==> config.mk <==
export PLATFORM = sky130hd
export DESIGN_NAME = alu_mul_sequencer
export DESIGN_NICKNAME = d
export VERILOG_FILES = /design/src/rtl/alu_mul_sequencer.sv
export SDC_FILE = /design/constraint.sdc
export NUM_CORES = 1
export LEC_CHECK = 0
export BUFFER_PORTS_ARGS = -buffer_cell sky130_fd_sc_hd__buf_2
export CORE_MARGIN = 1
export CORE_UTILIZATION = 53
export DETAILED_ROUTE_END_ITERATION = 7
export PLACE_DENSITY = 0.87
export SKIP_LAST_GASP = 1
export SYNTH_ARGS = -nofsm -noshare
export SYNTH_HDL_FRONTEND = slang
export SYNTH_SLANG_ARGS = --single-unit
==> constraint.sdc <==
create_clock -name clk -period 7.9 [get_ports clk]
set_clock_uncertainty 0.2 [all_clocks]
set_input_delay 0.79 -clock clk [delete_from_list [all_inputs] [get_ports clk]]
set_output_delay 0.79 -clock clk [all_outputs]
set_load 0.005 [all_outputs]
==> src/rtl/alu_mul_sequencer.sv <==
// Multi-cycle 32x32 -> 64-bit shift-add multiply controller.
// Drives an external combinational ALU through its A/B/FS/C0 ports and
// registers its F result and carry-out on every busy cycle. Signed
// operands are converted to magnitudes before the shift-add loop, and the
// 64-bit product is negated afterwards when the operand signs differ.
module alu_mul_sequencer #(
    parameter int unsigned DATA_W  = 32,
    parameter int unsigned COUNT_W = 6
) (
    input  logic                clk,
    input  logic                reset,
    input  logic                start,
    input  logic                signed_mode,
    input  logic [DATA_W-1:0]   op_a,
    input  logic [DATA_W-1:0]   op_b,
    output logic                busy,
    output logic                done,
    output logic [2*DATA_W-1:0] product,
    output logic [DATA_W-1:0]   alu_a,
    output logic [DATA_W-1:0]   alu_b,
    output logic [3:0]          alu_fs,
    output logic                alu_c0,
    input  logic [DATA_W-1:0]   alu_f,
    input  logic [3:0]          alu_status
);

    typedef enum logic [2:0] {
        IDLE,
        NEG_A,
        NEG_B,
        RUN,
        NEG_LO,
        NEG_HI,
        DONE
    } state_t;

    localparam logic [3:0] FS_ADD     = 4'b0000;
    localparam logic [3:0] FS_ADD_INV = 4'b0001;

    state_t              state;
    logic [DATA_W-1:0]   m;
    logic [DATA_W-1:0]   q;
    logic [DATA_W-1:0]   hi;
    logic [COUNT_W-1:0]  cnt;
    logic                neg_b;
    logic                sgn;
    logic                cy;

    logic                alu_carry;
    logic [2*DATA_W-1:0] run_next;
    logic                unused_status;

    // Only the carry flag participates in the algorithm; V, N and Z are ignored.
    assign alu_carry     = alu_status[2];
    assign unused_status = ^{alu_status[3], alu_status[1:0]};

    // One shift-add step: new HI is the ALU sum with its carry shifted in,
    // the low bit of the sum drops into the top of Q.
    assign run_next = {alu_carry, alu_f, q[DATA_W-1:1]};

    // ALU drive decoded from state and registers; all-zero when not operating.
    always_comb begin
        alu_a  = '0;
        alu_b  = '0;
        alu_fs = FS_ADD;
        alu_c0 = 1'b0;
        case (state)
            NEG_A: begin
                alu_a  = m;
                alu_b  = '1;
                alu_fs = FS_ADD_INV;
                alu_c0 = 1'b1;
            end
            NEG_B: begin
                alu_a  = q;
                alu_b  = '1;
                alu_fs = FS_ADD_INV;
                alu_c0 = 1'b1;
            end
            RUN: begin
                alu_a  = hi;
                alu_b  = q[0] ? m : '0;
                alu_fs = FS_ADD;
                alu_c0 = 1'b0;
            end
            NEG_LO: begin
                alu_a  = q;
                alu_b  = '1;
                alu_fs = FS_ADD_INV;
                alu_c0 = 1'b1;
            end
            NEG_HI: begin
                alu_a  = hi;
                alu_b  = '1;
                alu_fs = FS_ADD_INV;
                alu_c0 = cy;
            end
            default: begin
                alu_a  = '0;
                alu_b  = '0;
                alu_fs = FS_ADD;
                alu_c0 = 1'b0;
            end
        endcase
    end

    // Sequencer state, datapath registers and registered status outputs.
    // product is loaded on the edge entering DONE so it is valid alongside done.
    always_ff @(posedge clk or posedge reset) begin
        if (reset) begin
            state   <= IDLE;
            m       <= '0;
            q       <= '0;
            hi      <= '0;
            cnt     <= '0;
            neg_b   <= 1'b0;
            sgn     <= 1'b0;
            cy      <= 1'b0;
            busy    <= 1'b0;
            done    <= 1'b0;
            product <= '0;
        end else begin
            case (state)
                IDLE: begin
                    done <= 1'b0;
                    if (start) begin
                        m     <= op_a;
                        q     <= op_b;
                        hi    <= '0;
                        cnt   <= '0;
                        neg_b <= signed_mode & op_b[DATA_W-1];
                        sgn   <= (signed_mode & op_a[DATA_W-1]) ^ (signed_mode & op_b[DATA_W-1]);
                        busy  <= 1'b1;
                        if (signed_mode & op_a[DATA_W-1])
                            state <= NEG_A;
                        else if (signed_mode & op_b[DATA_W-1])
                            state <= NEG_B;
                        else
                            state <= RUN;
                    end
                end
                NEG_A: begin
                    m     <= alu_f;
                    state <= neg_b ? NEG_B : RUN;
                end
                NEG_B: begin
                    q     <= alu_f;
                    state <= RUN;
                end
                RUN: begin
                    {hi, q} <= run_next;
                    cnt     <= cnt + 1'b1;
                    if (cnt == COUNT_W'(DATA_W - 1)) begin
                        if (sgn) begin
                            state <= NEG_LO;
                        end else begin
                            state   <= DONE;
                            done    <= 1'b1;
                            product <= run_next;
                        end
                    end
                end
                NEG_LO: begin
                    q     <= alu_f;
                    cy    <= alu_carry;
                    state <= NEG_HI;
                end
                NEG_HI: begin
                    hi      <= alu_f;
                    product <= {alu_f, q};
                    done    <= 1'b1;
                    state   <= DONE;
                end
                DONE: begin
                    done  <= 1'b0;
                    busy  <= 1'b0;
                    state <= IDLE;
                end
                default: begin
                    done  <= 1'b0;
                    busy  <= 1'b0;
                    state <= IDLE;
                end
            endcase
        end
    end

endmodule
Word level (Yosys, flattened, before mapping) --
Index checks and enable logic that the tools add are counted.
Cells by class: $add $sub $neg 1, equal/unequal tests 9, mux-type cells 28, bitwise gates (word level) 5, reduce and logical (&&, ||, !) cells 20
Operators with widths (count):
- 32-bit case mux with 3 select lines | 3
- 32-bit 2-to-1 mux | 4
- 64-bit 2-to-1 mux | 2
- 32-bit case mux with 2 select lines | 2
- 64-bit case mux with 2 select lines | 1
- 3-bit case mux with 6 select lines | 1
- 2-bit AND reduction | 7
- 6-bit case mux with 2 select lines | 1
- 6-bit by 1-bit adder with 6-bit output, second input constant | 1
- 3-bit by 2-bit equality test with 1-bit output, second input constant | 2
- 3-bit equality test, second input constant | 2
- 6-bit by 5-bit equality test with 1-bit output, second input constant | 1
- 1-bit 2-to-1 mux | 6
- 3-bit 2-to-1 mux | 2
- 6-bit 2-to-1 mux | 1
- 2-bit != test, second input constant | 3
- 3-bit AND reduction | 2
- 2-bit nonzero test | 3
- 3-bit nonzero test | 2
- 5-bit OR reduction | 1
- 2-bit 2-to-1 mux | 2
- 1-bit case mux with 2 select lines | 2
- 2-bit OR reduction | 2
- 4-bit OR reduction | 1
- 7 further kinds | 9
Word-level totals: flip-flop bits (word level) 174, input port bits 104, output and inout bits 135, logic and storage cells 74

Logic depth before layout (Yosys ltp) --
Gate-level depths: netlist (run 1).
depth after elaboration 5, depth in mapped cells 8, mapped depth without buffers 6

Worst setup path before layout (run 1) --
Ideal clock, no wire load.
path type register to output, start point register state[2], end point output alu_a[15], data arrival time 1.498 ns, data required time 6.910 ns, setup slack 5.412 ns, cell stages (with the launch flop) 9, path buffers 4, cell sequence dfrtp_1 buf_2 nor2_1 and2_1 buf_2 buf_2 buf_2 nand2_1 o21ai_0
Between the ends: longest elaborated chain between the ends 3, elaborated cells between the ends (all ways) 8, classes of those cells eq/ne (5); mux (1); reduce/logical (2)
RTL lines:
- start, declared | line 40 | state_t state;
- start signal, assigned | line 144 | state <= neg_b ? NEG_B : RUN;
- 3-bit by 2-bit equality test with 1-bit output / 3-bit equality test (equally long branches) | line 67 | case (state)
- 2-bit OR reduction (no line)
- 32-bit case mux with 3 select lines * | line 67
- end, declared | line 19 | output logic [DATA_W-1:0] alu_a,
Mark *: on every way between the ends. The rest lies on a longest branch, timed or not.

Final worst setup path (run 1) --
start point register state[1], end point output alu_a[4]
The elaborated chain is that of the path after synthesis.

==> results of run 1 <==
registers in the layout, summed over array words and instances, names as in the netlist, 3 cells and up:
| signal | count |
|---|---|
| cnt | 6 |
| hi | 32 |
| m | 32 |
| product | 64 |
| q | 32 |
| state | 3 |
worst min-delay path, delay by kind of cell, from the launching register on:
kind	cells	cell delay [ns]
flops	1	0.34
simple gates	2	0.11
layer usage:
metal	wire length (um)	GRT usage [%]
met2	14100	53.5
met3	2810	7.48
met1	11400	41.6
met5	0	0
met4	890	13.8
cell type report:
cell class / instances / area, um2
inverters: 23 / 91.3
fillers: 1453 / 6160
repair buffers: 247 / 1270
multi-input cells: 780 / 4440
clock inverters: 6 / 83.8
clock buffers: 24 / 492
well taps: 225 / 282
flip-flops and latches: 174 / 4360
metrics by stage:
step	total power, W	setup WS (ns)	instance area [um2]	cells	util, %
after floorplan	0.00245	2.19	9280	1082	-
after global placement	0.00306	3.93	10400	1449	60.8
after detailed placement	0.00313	3.84	10400	1449	60.8
after CTS	0.00398	3.37	11000	1479	64.2
after global routing	0.00424	3.23	11000	1479	64.2
final	0.00398	3.37	11000	1479	64.2
cells in the final DEF (no fill, tap or decap), types with 3 or more instances in the layout:
| cell | Yosys | layout |
|---|---|---|
| a21oi_1 | 5 | 4 |
| a32oi_1 | 30 | 30 |
| conb_1 | 1 | 3 |
| clkbuf_1 | 54 | 3 |
| mux2_2 | 3 | 3 |
| clkinv_2 | 0 | 3 |
| a221oi_1 | 32 | 32 |
| clkbuf_16 | 0 | 17 |
| clkbuf_8 | 0 | 4 |
| nor2_1 | 12 | 11 |
| nand3_1 | 151 | 150 |
| dfrtp_1 | 174 | 172 |
| and2_1 | 6 | 4 |
| o21ai_0 | 97 | 97 |
| o21ai_1 | 9 | 8 |
| buf_4 | 10 | 15 |
| a222oi_1 | 17 | 17 |
| buf_2 | 38 | 232 |
| inv_1 | 23 | 22 |
| mux2i_1 | 64 | 64 |
| a21o_1 | 34 | 34 |
| nand2_1 | 291 | 290 |
path summary, 6_finish.rpt:
path | from | end | slack, ns
min in group asynchronous | reset | m[0] | 0.36
min | product[19] | product[19] | 0.29
max in group asynchronous | reset | product[30] | 5.57
max | state[1] | alu_a[4] | 3.37
max reg2reg | state[0] | product[46] | 3.94
min reg2reg | product[19] | product[19] | 0.29
report_power, final:
group / switching [W] / total [W] / internal, W / leakage, nW
Clock: 0.000339 / 0.000835 / 0.000495 / 0.286
Sequential: 0.000342 / 0.00162 / 0.00128 / 2.09
Combinational: 0.000826 / 0.00152 / 0.000697 / 3.34
Total: 0.00151 / 0.00398 / 0.00247 / 5.71
cells by family (layout without fill, tap and decap cells):
| group | count (synthesis) | after routing | synth area share [%] |
|---|---|---|---|
| AND/OR/NAND/NOR | 472 | 472 | 21.8 |
| AO/OA/AOI/OAI | 232 | 232 | 17.1 |
| flip-flops | 174 | 174 | 47.0 |
| buffers and inverters | 128 | 300 | 6.10 |
| multiplexers | 67 | 67 | 7.27 |
| XOR/XNOR | 4 | 4 | 0.378 |
| adder cells (fa/ha/maj) | 2 | 2 | 0.270 |
| other | 1 | 3 | 0.0404 |
==> qor.json, run 1 <==
{
  "post_cts_hold_buffer_count": {"value": 0},
  "initial_antenna_violation_count": {"value": 0},
  "dr.first_iter.drc_count": {"value": 1043},
  "hold_vio_cnt_final": {"value": 0},
  "worst_setup_hold_path_clk_slew": {"value": 0.06, "unit": "ns"},
  "worst_path_largest_cell_delay": {"value": 0.93, "unit": "ns"},
  "cts_buffers": {"value": 17},
  "ys_warn_count": {"value": 0},
  "hold_slack": {"value": 0.285, "unit": "ns"},
  "finalMaxSlewViolations": {"value": 0},
  "synth_largest_area_cell": {"value": "dfrtp_1"},
  "place.detailed.hpwl": {"value": 17900, "unit": "um"},
  "critical_path.n_buffers_inverters": {"value": 1},
  "tightest_slew": {"value": 1.14, "unit": "ns"},
  "port-buffer-count": {"value": 232},
  "post_cts.repair.setup_buffers": {"value": 0},
  "cts-root-to-sink-buffers": {"value": 2},
  "criticalPathCategory": {"value": "register to output port"},
  "hp-class": {"value": "register to register"},
  "period_minus_slack": {"value": 4.53, "unit": "ns"},
  "drive_gt1_share": {"value": 23.3, "unit": "%"},
  "ys_dominant_reg_cell": {"value": "dfrtp_1"},
  "grt_pass1_wl": {"value": 45700, "unit": "um"},
  "grt_pass1_vias": {"value": 8654},
  "tns": {"value": 0, "unit": "ns"},
  "gr-usage-all-layers": {"value": 32.6, "unit": "%"},
  "synth_area_leaders": {"value": "dfrtp_1 47%, nand2_1 12%, nand3_1 8.1%"},
  "critical_path.max_fanout": {"value": 96},
  "critPathArrivalTime": {"value": 3.54, "unit": "ns"},
  "min_path_cells": {"value": 2},
  "detail_route.first_pass.iterations": {"value": 6},
  "critical_path.top_delay_family": {"value": "simple AND/OR/NAND/NOR gates"},
  "ir_drop": {"value": 0.187, "unit": "mV"},
  "endpoint_kind": {"value": "output port"},
  "die_h": {"value": 134, "unit": "um"},
  "cellPowerDensity": {"value": 361, "unit": "nW/um2"},
  "number_of_synthesized_register_bits": {"value": 174},
  "yosysUniqueCellTypes": {"value": 39},
  "required": {"value": 6.91, "unit": "ns"},
  "avgRoutedWirePerCell": {"value": 19.7, "unit": "um"},
  "setup_viol_count_final": {"value": 0},
  "final_net_count": {"value": 1349},
  "synth.cells.most_frequent": {"value": "291 x nand2_1, 174 x dfrtp_1, 151 x nand3_1"},
  "ioPinCount": {"value": 239},
  "syn-mean-instance-area": {"value": 8.59, "unit": "um2"},
  "antenna_left": {"value": 0},
  "finalWirelength": {"value": 29200, "unit": "um"},
  "reg2regPathDepth": {"value": 6},
  "p_r_area_growth_vs_syn": {"value": 18.8, "unit": "%"},
  "core_area": {"value": 17200, "unit": "um2"},
  "worstPathCellList": {"value": "nor2_4 > and2_4 > nand2_1 > o21ai_0 > buf_2"},
  "start_kind": {"value": "register"},
  "post_synth_inst_count": {"value": 1080},
  "globalplace.congestion": {"value": 0.806},
  "cts.sink_count": {"value": 174},
  "max_clock_freq": {"value": 221, "unit": "MHz"},
  "ys_seq_area_share": {"value": 47.0, "unit": "%"},
  "grt_remaining_overflow": {"value": 0},
  "diodes": {"value": 0},
  "cts_resized": {"value": 0},
  "timing.final.crit_share": {"value": 57.3, "unit": "%"},
  "worstSetupPathDepth": {"value": 5},
  "vias_per_cell": {"value": 6.23},
  "number_of_enable_type_register_cells_in_the_synthesized_netlist": {"value": 0},
  "synth_async_sr_flop_share": {"value": 100, "unit": "%"},
  "chipWidth": {"value": 134, "unit": "um"},
  "cts_tree": {"value": "done"},
  "drc_errors": {"value": 0},
  "setup_repair_after_global_routing_missed_its_margin": {"value": "no"},
  "grt_max_degree": {"value": 105},
  "crit_slowest_cell": {"value": "nor2_4"},
  "vias": {"value": 9213},
  "synth_most_common_cell": {"value": "nand2_1"},
  "clock_insertion_delay_worst_skew": {"value": 0.43, "unit": "ns"},
  "fp.dieArea": {"value": 18000, "unit": "um2"},
  "core.rowCount": {"value": 48},
  "outcome": {"value": "complete, no violations"},
  "leakagePower": {"value": 5.71, "unit": "nW"},
  "cts_root_buf": {"value": "clkbuf_16"},
  "synth.top_cell.area_share": {"value": 47.0, "unit": "%"},
  "starting_density_of_the_core": {"value": 54.0, "unit": "%"},
  "max_cap_viol_count": {"value": 0},
  "mappedNetlistArea": {"value": 9270, "unit": "um2"},
  "ctsHtreeMaxLevel": {"value": 4},
  "relSlewSlack": {"value": 23.7, "unit": "%"}
}
No activity file was read; power rests on OpenSTA's default activity.
==> inputs of run 2 (changes only) <==
- ABC_AREA: unset -> 1
- CORE_UTILIZATION: 53 -> 49
- PLACE_DENSITY: 0.87 -> 0.84
- clock period: 7.9 -> 4.1 ns (I/O delays scaled with it)
==> run 2 against run 1 <==
  * Combinational power grew to 4.0 times the previous value
  * Non-clock buffer count is 8 higher
  * Sequential share of layout area is 1.5 points lower
  * Clock power is 120% higher
  * Worst hold slack worse by 0.27 ns
  * Utilization is 3.5 points lower
  * Setup slack worse by 2.8 ns
  * Register-to-register slack worse by 3.1 ns
  * Die area is 11% higher
  * Sequential cell count stayed put
  * Area after synthesis is 2.7% higher
  * Largest cell class unchanged
  * Highest routed layer unchanged
==> qor.json, run 2 <==
{
  "outcome": {"value": "complete, no violations"},
  "cts_root_buf": {"value": "clkbuf_16"},
  "core.rowCount": {"value": 50, "change": "+4.2%"},
  "ys_dominant_reg_cell": {"value": "dfrtp_1"},
  "critPathArrivalTime": {"value": 2.95, "unit": "ns", "change": "-0.59 ns"},
  "critical_path.n_buffers_inverters": {"value": 3, "change": "+2"},
  "relSlewSlack": {"value": 21.8, "unit": "%", "change": "-1.9 points"},
  "tightest_slew": {"value": 1.17, "unit": "ns", "change": "+0.0283 ns"},
  "max_cap_viol_count": {"value": 0, "change": "unchanged"},
  "worst_path_largest_cell_delay": {"value": 0.62, "unit": "ns", "change": "-0.31 ns"},
  "setup_viol_count_final": {"value": 0, "change": "unchanged"},
  "cts_resized": {"value": 0, "change": "unchanged"},
  "synth_area_leaders": {"value": "dfrtp_1 46%, nand2_1 21%, o21ai_0 5.7%"},
  "synth.cells.most_frequent": {"value": "536 x nand2_1, 174 x dfrtp_1, 108 x o21ai_0"},
  "grt_remaining_overflow": {"value": 0, "change": "unchanged"},
  "port-buffer-count": {"value": 232, "change": "unchanged"},
  "grt_pass1_wl": {"value": 48500, "unit": "um", "change": "+6.3%"},
  "period_minus_slack": {"value": 3.56, "unit": "ns"},
  "crit_slowest_cell": {"value": "inv_2"},
  "critical_path.max_fanout": {"value": 50, "change": "-48%"},
  "required": {"value": 3.49, "unit": "ns", "change": "-3.42 ns"},
  "avgRoutedWirePerCell": {"value": 17.1, "unit": "um", "change": "-13%"},
  "share_of_power_burned_in_combinational_logic": {"value": 55.0, "unit": "%", "change": "+17 points"},
  "endpoint_kind": {"value": "output port"},
  "criticalPathCategory": {"value": "register to output port"},
  "start_kind": {"value": "register"},
  "hp-class": {"value": "input pin to register"},
  "power_frac_clock": {"value": 16.4, "unit": "%", "change": "-4.6 points"},
  "vias": {"value": 10000, "change": "+8.8%"},
  "hold_vio_cnt_final": {"value": 0, "change": "unchanged"},
  "vias_per_cell": {"value": 5.61, "change": "-9.9%"},
  "ioPinCount": {"value": 239, "change": "unchanged"},
  "cts-root-to-sink-buffers": {"value": 2, "change": "unchanged"},
  "finalWirelength": {"value": 30500, "unit": "um", "change": "+4.5%"},
  "drc_errors": {"value": 0, "change": "unchanged"},
  "max_clock_freq": {"value": 281, "unit": "MHz"},
  "synth_largest_area_cell": {"value": "dfrtp_1"},
  "grt_max_degree": {"value": 146, "change": "+39%"},
  "largest_register_ffs": {"value": 64, "change": "unchanged"},
  "ir_drop": {"value": 0.533, "unit": "mV", "change": "+180%"},
  "internal_portion_of_total_power": {"value": 0.00583, "unit": "W", "change": "+140%"},
  "worstPathCellList": {"value": "inv_2 > nand2_4 > buf_4 > o221ai_1 > buf_2"},
  "number_of_enable_type_register_cells_in_the_synthesized_netlist": {"value": 0, "change": "unchanged"},
  "drive_gt1_share": {"value": 20.2, "unit": "%", "change": "-3.1 points"},
  "globalplace.congestion": {"value": 0.900, "change": "+12%"},
  "total_power": {"value": 0.0110, "unit": "W", "change": "+180%"},
  "largest_register": {"value": "product"},
  "ys_warn_count": {"value": 0, "change": "unchanged"},
  "timing.final.crit_share": {"value": 86.9, "unit": "%"},
  "setup_repair_after_global_routing_missed_its_margin": {"value": "no"},
  "cts_buffers": {"value": 17, "change": "unchanged"},
  "cts.sink_count": {"value": 174, "change": "unchanged"},
  "gr-usage-all-layers": {"value": 31.3, "unit": "%", "change": "-1.3 points"},
  "finalMaxSlewViolations": {"value": 0, "change": "unchanged"},
  "number_of_synthesized_register_bits": {"value": 174, "change": "unchanged"},
  "critical_path.top_delay_family": {"value": "buffers and inverters"},
  "p_r_area_growth_vs_syn": {"value": 20.3, "unit": "%"},
  "mappedNetlistArea": {"value": 9520, "unit": "um2", "change": "+2.7%"},
  "syn-mean-instance-area": {"value": 7.18, "unit": "um2", "change": "-16%"},
  "chipWidth": {"value": 141, "unit": "um", "change": "+5.3%"},
  "fp.dieArea": {"value": 20000, "unit": "um2", "change": "+11%"},
  "final_net_count": {"value": 1614, "change": "+20%"},
  "yosysUniqueCellTypes": {"value": 29, "change": "-26%"},
  "initial_antenna_violation_count": {"value": 3, "change": "+3"},
  "detail_route.first_pass.iterations": {"value": 7, "change": "+1"},
  "cellPowerDensity": {"value": 964, "unit": "nW/um2", "change": "+170%"},
  "clock_insertion_delay_worst_skew": {"value": 0.44, "unit": "ns", "change": "about the same"},
  "hold_slack": {"value": 0.0152, "unit": "ns", "change": "-0.270 ns"},
  "synth_async_sr_flop_share": {"value": 100, "unit": "%", "change": "unchanged"},
  "p_sw_share": {"value": 47.2, "unit": "%", "change": "+9.3 points"},
  "layout.cells.most_common_list": {"value": "535 x nand2_1, 232 x buf_2, 174 x dfrtp_1"},
  "post_synth_inst_count": {"value": 1327, "change": "+23%"},
  "starting_density_of_the_core": {"value": 50.4, "unit": "%", "change": "-3.6 points"},
  "antenna_left": {"value": 0, "change": "unchanged"},
  "ctsHtreeMaxLevel": {"value": 4, "change": "unchanged"},
  "core_area": {"value": 18900, "unit": "um2", "change": "+10%"},
  "die_h": {"value": 141, "unit": "um", "change": "+5.3%"},
  "ys_seq_area_share": {"value": 45.7, "unit": "%", "change": "-1.2 points"},
  "dr.first_iter.drc_count": {"value": 1127, "change": "+8.1%"},
  "grt_pass1_vias": {"value": 9466, "change": "+9.4%"},
  "post_cts.repair.setup_buffers": {"value": 0, "change": "unchanged"},
  "synth_most_common_cell": {"value": "nand2_1"},
  "share_seq_of_total_power": {"value": 28.6, "unit": "%", "change": "-12 points"},
  "leakagePower": {"value": 5.99, "unit": "nW", "change": "+4.8%"},
  "cts_tree": {"value": "done"},
  "netSwitchingPower": {"value": 0.00521, "unit": "W", "change": "+250%"},
  "place.detailed.hpwl": {"value": 19500, "unit": "um", "change": "+8.9%"},
  "worst_setup_hold_path_clk_slew": {"value": 0.06, "unit": "ns", "change": "about the same"},
  "layout.cells.most_common": {"value": "nand2_1"},
  "synth.top_cell.area_share": {"value": 45.7, "unit": "%", "change": "-1.2 points"},
  "tns": {"value": 0, "unit": "ns", "change": "unchanged"}
}
==> run 2: cell types whose count changed in the layout (fill, tap and decap cells not counted), moves of 17 or more <==
cell	delta
nand4_1	+33
a222oi_1	-17
nand2_1	+245
a32oi_1	-30
a21o_1	-34
o211ai_1	+63
a221oi_1	-32
nand3_1	-107
inv_1	+52
o31ai_1	+32
mux2i_1	-64
nor2_1	+92
a21oi_1	+30
==> run 2: timing repair <==
action | in CTS | in global routing
endpoints found under the hold margin | 29 | 1
hold buffers | 1 | 1
endpoints found under the setup margin | 0 | 0
==> run 2: logic make-up (layout without fill, tap and decap cells) <==
family | count (synthesis) | count (layout) | synth area share (%)
AOI/OAI and AO/OA | 241 | 241 | 15.3
xor gates and xnor gates | 2 | 2 | 0.184
adders and majority gates | 2 | 2 | 0.263
buffers and inverters | 179 | 371 | 7.99
DFF | 174 | 174 | 45.7
other | 1 | 7 | 0.0394
and+or+nand+nor | 728 | 728 | 30.5
==> run 2: per-stage QoR <==
stage	utilization, %	std cells	area, um2	setup slack (ns)
after floorplan	-	1329	9540	1.27
after global placement	57.0	1747	10800	0.989
after detailed placement	57.0	1747	10800	0.872
after CTS	60.5	1780	11400	0.580
after global routing	60.6	1784	11500	0.348
final	60.6	1785	11500	0.537
==> run 2: power by group through the flow <==
stage | Clock [W] | Sequential, W | Combinational (W)
finish | 0.00182 | 0.00316 | 0.00607
detailed placement | 0 | 0.00315 | 0.00599
global placement | 0 | 0.00313 | 0.00583
floorplan | 0 | 0.00307 | 0.00388
global route | 0.00191 | 0.00325 | 0.00676
CTS | 0.00183 | 0.00314 | 0.00604
==> run 2: final timing paths <==
kind / slack [ns] / from / cells past startpoint / end
min: 0.02 / op_b[9] / 3 / q[9]
max reg2reg: 0.83 / state[2] / 7 / product[7]
min in group asynchronous: 0.45 / reset / 4 / product[4]
max in group asynchronous: 2.46 / reset / 4 / product[36]
max: 0.54 / state[2] / 5 / alu_a[0]
min reg2reg: 0.27 / product[48] / 2 / product[48]
==> run 2: final cells by class <==
type,instances,area (um2)
antenna,4,10.0
clock buffer,22,474
clock inverter,10,184
fill,1735,7440
inverter,84,319
multi-input combinational,976,4440
sequential,174,4350
tap,260,325
timing repair buffer,255,1350
==> run 2: worst reg2reg max path: stages (launching register included) <==
cell	delay, ns
dfrtp_1	0.46
inv_2	0.62
nand3_2	0.21
nand2_2	0.41
nand3_2	0.15
inv_2	0.80
nand2_1	0.26
nand2_1	0.10
==> run 2: per-layer routing <==
layer | vias to the layer above | track usage [%] | share of wire, %
li1 | 4672 | - | -
met1 | 4656 | 42.4 | 41
met2 | 597 | 47.0 | 45
met3 | 97 | 6.72 | 9.4
met4 | 0 | 17.3 | 4.1
met5 | - | 0 | 0
==> inputs of run 3 (changes only) <==
- CORE_UTILIZATION: 49 -> 50
- CTS_BUF_LIST: unset -> sky130_fd_sc_hd__clkbuf_2 sky130_fd_sc_hd__clkbuf_4 sky130_fd_sc_hd__clkbuf_8
- PLACE_DENSITY: 0.84 -> 0.79
==> run 3 against run 2 <==
  * Register-to-register slack barely moved
  * Utilization rose by 1.1 points
  * Combinational power rose by 1%
  * Maximum frequency fell by 1.3%
  * Largest power group unchanged
==> qor.json, run 3 (same netlist as run 2, synthesis figures left out) <==
{
  "chipWidth": {"value": 140, "unit": "um", "change": "-0.99%"},
  "reg2regPathDepth": {"value": 5, "change": "-2"},
  "gr-usage-all-layers": {"value": 31.6, "unit": "%", "change": "+0.26 points"},
  "worst_setup_hold_path_clk_slew": {"value": 0.09, "unit": "ns", "change": "+0.03 ns"},
  "finish.cell_count_without_fillers": {"value": 1792, "change": "+0.39%"},
  "cts_tree": {"value": "done"},
  "detail_route.first_pass.iterations": {"value": 6, "change": "-1"},
  "ir_drop": {"value": 0.613, "unit": "mV", "change": "+15%"},
  "outcome": {"value": "complete, no violations"},
  "hp-class": {"value": "input pin to register"},
  "endpoint_kind": {"value": "output port"},
  "critPathArrivalTime": {"value": 3.00, "unit": "ns", "change": "+0.05 ns"},
  "period_minus_slack": {"value": 3.61, "unit": "ns", "change": "+0.0487 ns"},
  "cts.sink_count": {"value": 174, "change": "unchanged"},
  "vias_per_cell": {"value": 5.62, "change": "about the same"},
  "tns": {"value": 0, "unit": "ns", "change": "unchanged"},
  "globalplace.congestion": {"value": 0.864, "change": "-4.0%"},
  "worst_r2r_startpoint": {"value": "state[2]"},
  "grt_pass1_vias": {"value": 9533, "change": "+0.71%"},
  "relSlewSlack": {"value": 33.4, "unit": "%", "change": "+12 points"},
  "p_r_area_growth_vs_syn": {"value": 21.2, "unit": "%"},
  "grt_max_degree": {"value": 117, "change": "-20%"},
  "dp.cells": {"value": 1725, "change": "-1.3%"},
  "grt_pass1_wl": {"value": 48700, "unit": "um", "change": "+0.38%"},
  "layout.cells.most_common_list": {"value": "535 x nand2_1, 232 x buf_2, 174 x dfrtp_1"},
  "cellPowerDensity": {"value": 921, "unit": "nW/um2", "change": "-4.5%"},
  "regToRegSetupSlack": {"value": 0.84, "unit": "ns", "change": "about the same"},
  "largest_register": {"value": "product"},
  "largest_register_ffs": {"value": 64, "change": "unchanged"},
  "ctsHtreeMaxLevel": {"value": 4, "change": "unchanged"},
  "start_kind": {"value": "register"},
  "vias": {"value": 10100, "change": "+0.46%"},
  "final_net_count": {"value": 1649, "change": "+2.2%"},
  "drc_errors": {"value": 0, "change": "unchanged"},
  "min_path_cells": {"value": 3, "change": "unchanged"},
  "core.rowCount": {"value": 50, "change": "unchanged"},
  "die_h": {"value": 140, "unit": "um", "change": "-0.99%"},
  "tightest_slew": {"value": 0.998, "unit": "ns", "change": "-0.175 ns"},
  "crit_slowest_cell": {"value": "nand2_4"},
  "finalMaxSlewViolations": {"value": 0, "change": "unchanged"},
  "placedInstanceArea": {"value": 10800, "unit": "um2", "change": "about the same"},
  "worst_path_largest_cell_delay": {"value": 0.69, "unit": "ns", "change": "+0.07 ns"},
  "stdcell_area": {"value": 11500, "unit": "um2", "change": "+0.81%"},
  "cts-root-to-sink-buffers": {"value": 2, "change": "unchanged"},
  "core_area": {"value": 18700, "unit": "um2", "change": "-0.99%"},
  "criticalPathCategory": {"value": "register to output port"},
  "timing.final.crit_share": {"value": 88.1, "unit": "%", "change": "+1.2 points"},
  "dr.first_iter.drc_count": {"value": 1027, "change": "-8.9%"},
  "setup_viol_count_final": {"value": 0, "change": "unchanged"},
  "post_cts.repair.setup_buffers": {"value": 0, "change": "unchanged"},
  "avgRoutedWirePerCell": {"value": 17.1, "unit": "um", "change": "-0.32%"},
  "hold_vio_cnt_final": {"value": 0, "change": "unchanged"},
  "antenna_left": {"value": 0, "change": "unchanged"},
  "timing.hold.worst.start": {"value": "op_b[18]"},
  "hold_end": {"value": "q[18]"},
  "worstPathCellList": {"value": "inv_2 > nand2_4 > o211ai_1 > buf_2"},
  "initial_antenna_violation_count": {"value": 3, "change": "unchanged"},
  "layout.cells.most_common": {"value": "nand2_1"},
  "clock_insertion_delay_worst_skew": {"value": 0.47, "unit": "ns", "change": "+0.03 ns"},
  "total_power": {"value": 0.0106, "unit": "W", "change": "-3.7%"},
  "required": {"value": 3.49, "unit": "ns", "change": "about the same"},
  "critical_path.max_fanout": {"value": 98, "change": "+96%"},
  "leakagePower": {"value": 6.04, "unit": "nW", "change": "+0.88%"},
  "port-buffer-count": {"value": 232, "change": "unchanged"},
  "ff_to_ff_end": {"value": "m[7]"},
  "cts_buffers": {"value": 17, "change": "unchanged"},
  "cts_root_buf": {"value": "clkbuf_8"},
  "drive_gt1_share": {"value": 20.1, "unit": "%", "change": "-0.12 points"},
  "starting_density_of_the_core": {"value": 50.9, "unit": "%", "change": "+0.51 points"},
  "max_clock_freq": {"value": 277, "unit": "MHz", "change": "-1.3%"},
  "ioPinCount": {"value": 239, "change": "unchanged"},
  "max_cap_viol_count": {"value": 0, "change": "unchanged"},
  "place.detailed.hpwl": {"value": 19800, "unit": "um", "change": "+1.4%"},
  "finalWirelength": {"value": 30600, "unit": "um", "change": "about the same"},
  "fillerInstances": {"value": 1679, "change": "-3.2%"},
  "grt_remaining_overflow": {"value": 0, "change": "unchanged"},
  "fp.dieArea": {"value": 19600, "unit": "um2", "change": "-2.0%"},
  "setup_repair_after_global_routing_missed_its_margin": {"value": "no"}
}
==> run 3: power by group <==
group | total (W) | switching, W | internal (W)
Combinational | 0.00615 | 0.00397 | 0.00218
Sequential | 0.00314 | 0.000556 | 0.00258
Clock | 0.00134 | 0.000646 | 0.000698
==> run 3: worst max path at each step <==
| stage | end | start | cells after the start |
|---|---|---|---|
| final | alu_a[11] | state[2] | 4 |
| after global routing | alu_a[11] | state[2] | 4 |
| after CTS | alu_a[25] | state[2] | 4 |
| after detailed placement | m[7] | state[2] | 5 |
| after global placement | m[10] | state[2] | 5 |
| after floorplan | busy | reset | 1 |
==> run 3: routing by layer <==
layer | vias to the layer above | GRT usage (%) | part of all wire [%]
met2 | 591 | 48.6 | 44
met4 | 0 | 15.9 | 4.4
met1 | 4657 | 42.8 | 43
met3 | 100 | 6.12 | 8.5
li1 | 4720 | - | -
met5 | - | 0 | 0
==> run 3: worst max-delay path: cells and delay by family, from the launching register on <==
family | cells | cell delay [ns]
AND/OR/NAND/NOR | 1 | 0.69
flip-flops | 1 | 0.47
buffers and inverters | 2 | 0.80
AO/OA/AOI/OAI | 1 | 0.54
==> run 3: cell type report <==
| class | count | area (um2) | area share, % |
|---|---|---|---|
| Inverter | 84 | 319 | 2.76 |
| Clock inverter | 10 | 163 | 1.41 |
| Multi-Input combinational cell | 976 | 4440 | 38.4 |
| Sequential cell | 174 | 4350 | 37.7 |
| Antenna cell | 3 | 7.51 | 0.0650 |
| Clock buffer | 21 | 270 | 2.34 |
| Tap cell | 234 | 293 | 2.54 |
| Timing Repair Buffer | 290 | 1700 | 14.8 |
==> run 3: timing repair <==
| action | in CTS | in global routing |
|---|---|---|
| gates resized for setup | 0 | 0 |
| hold endpoints to repair | 61 | 0 |
| hold buffers | 33 | 0 |
==> run 3: metrics by stage <==
step / hold WS [ns] / worst slack (ns) / util, %
after floorplan: 0.253 / 1.27 / -
after global placement: 0.255 / 1.02 / 57.6
final: 0.0176 / 0.488 / 61.7
after detailed placement: 0.259 / 0.937 / 57.6
after CTS: 0.00109 / 0.549 / 61.7
after global routing: 0.00561 / 0.357 / 61.7
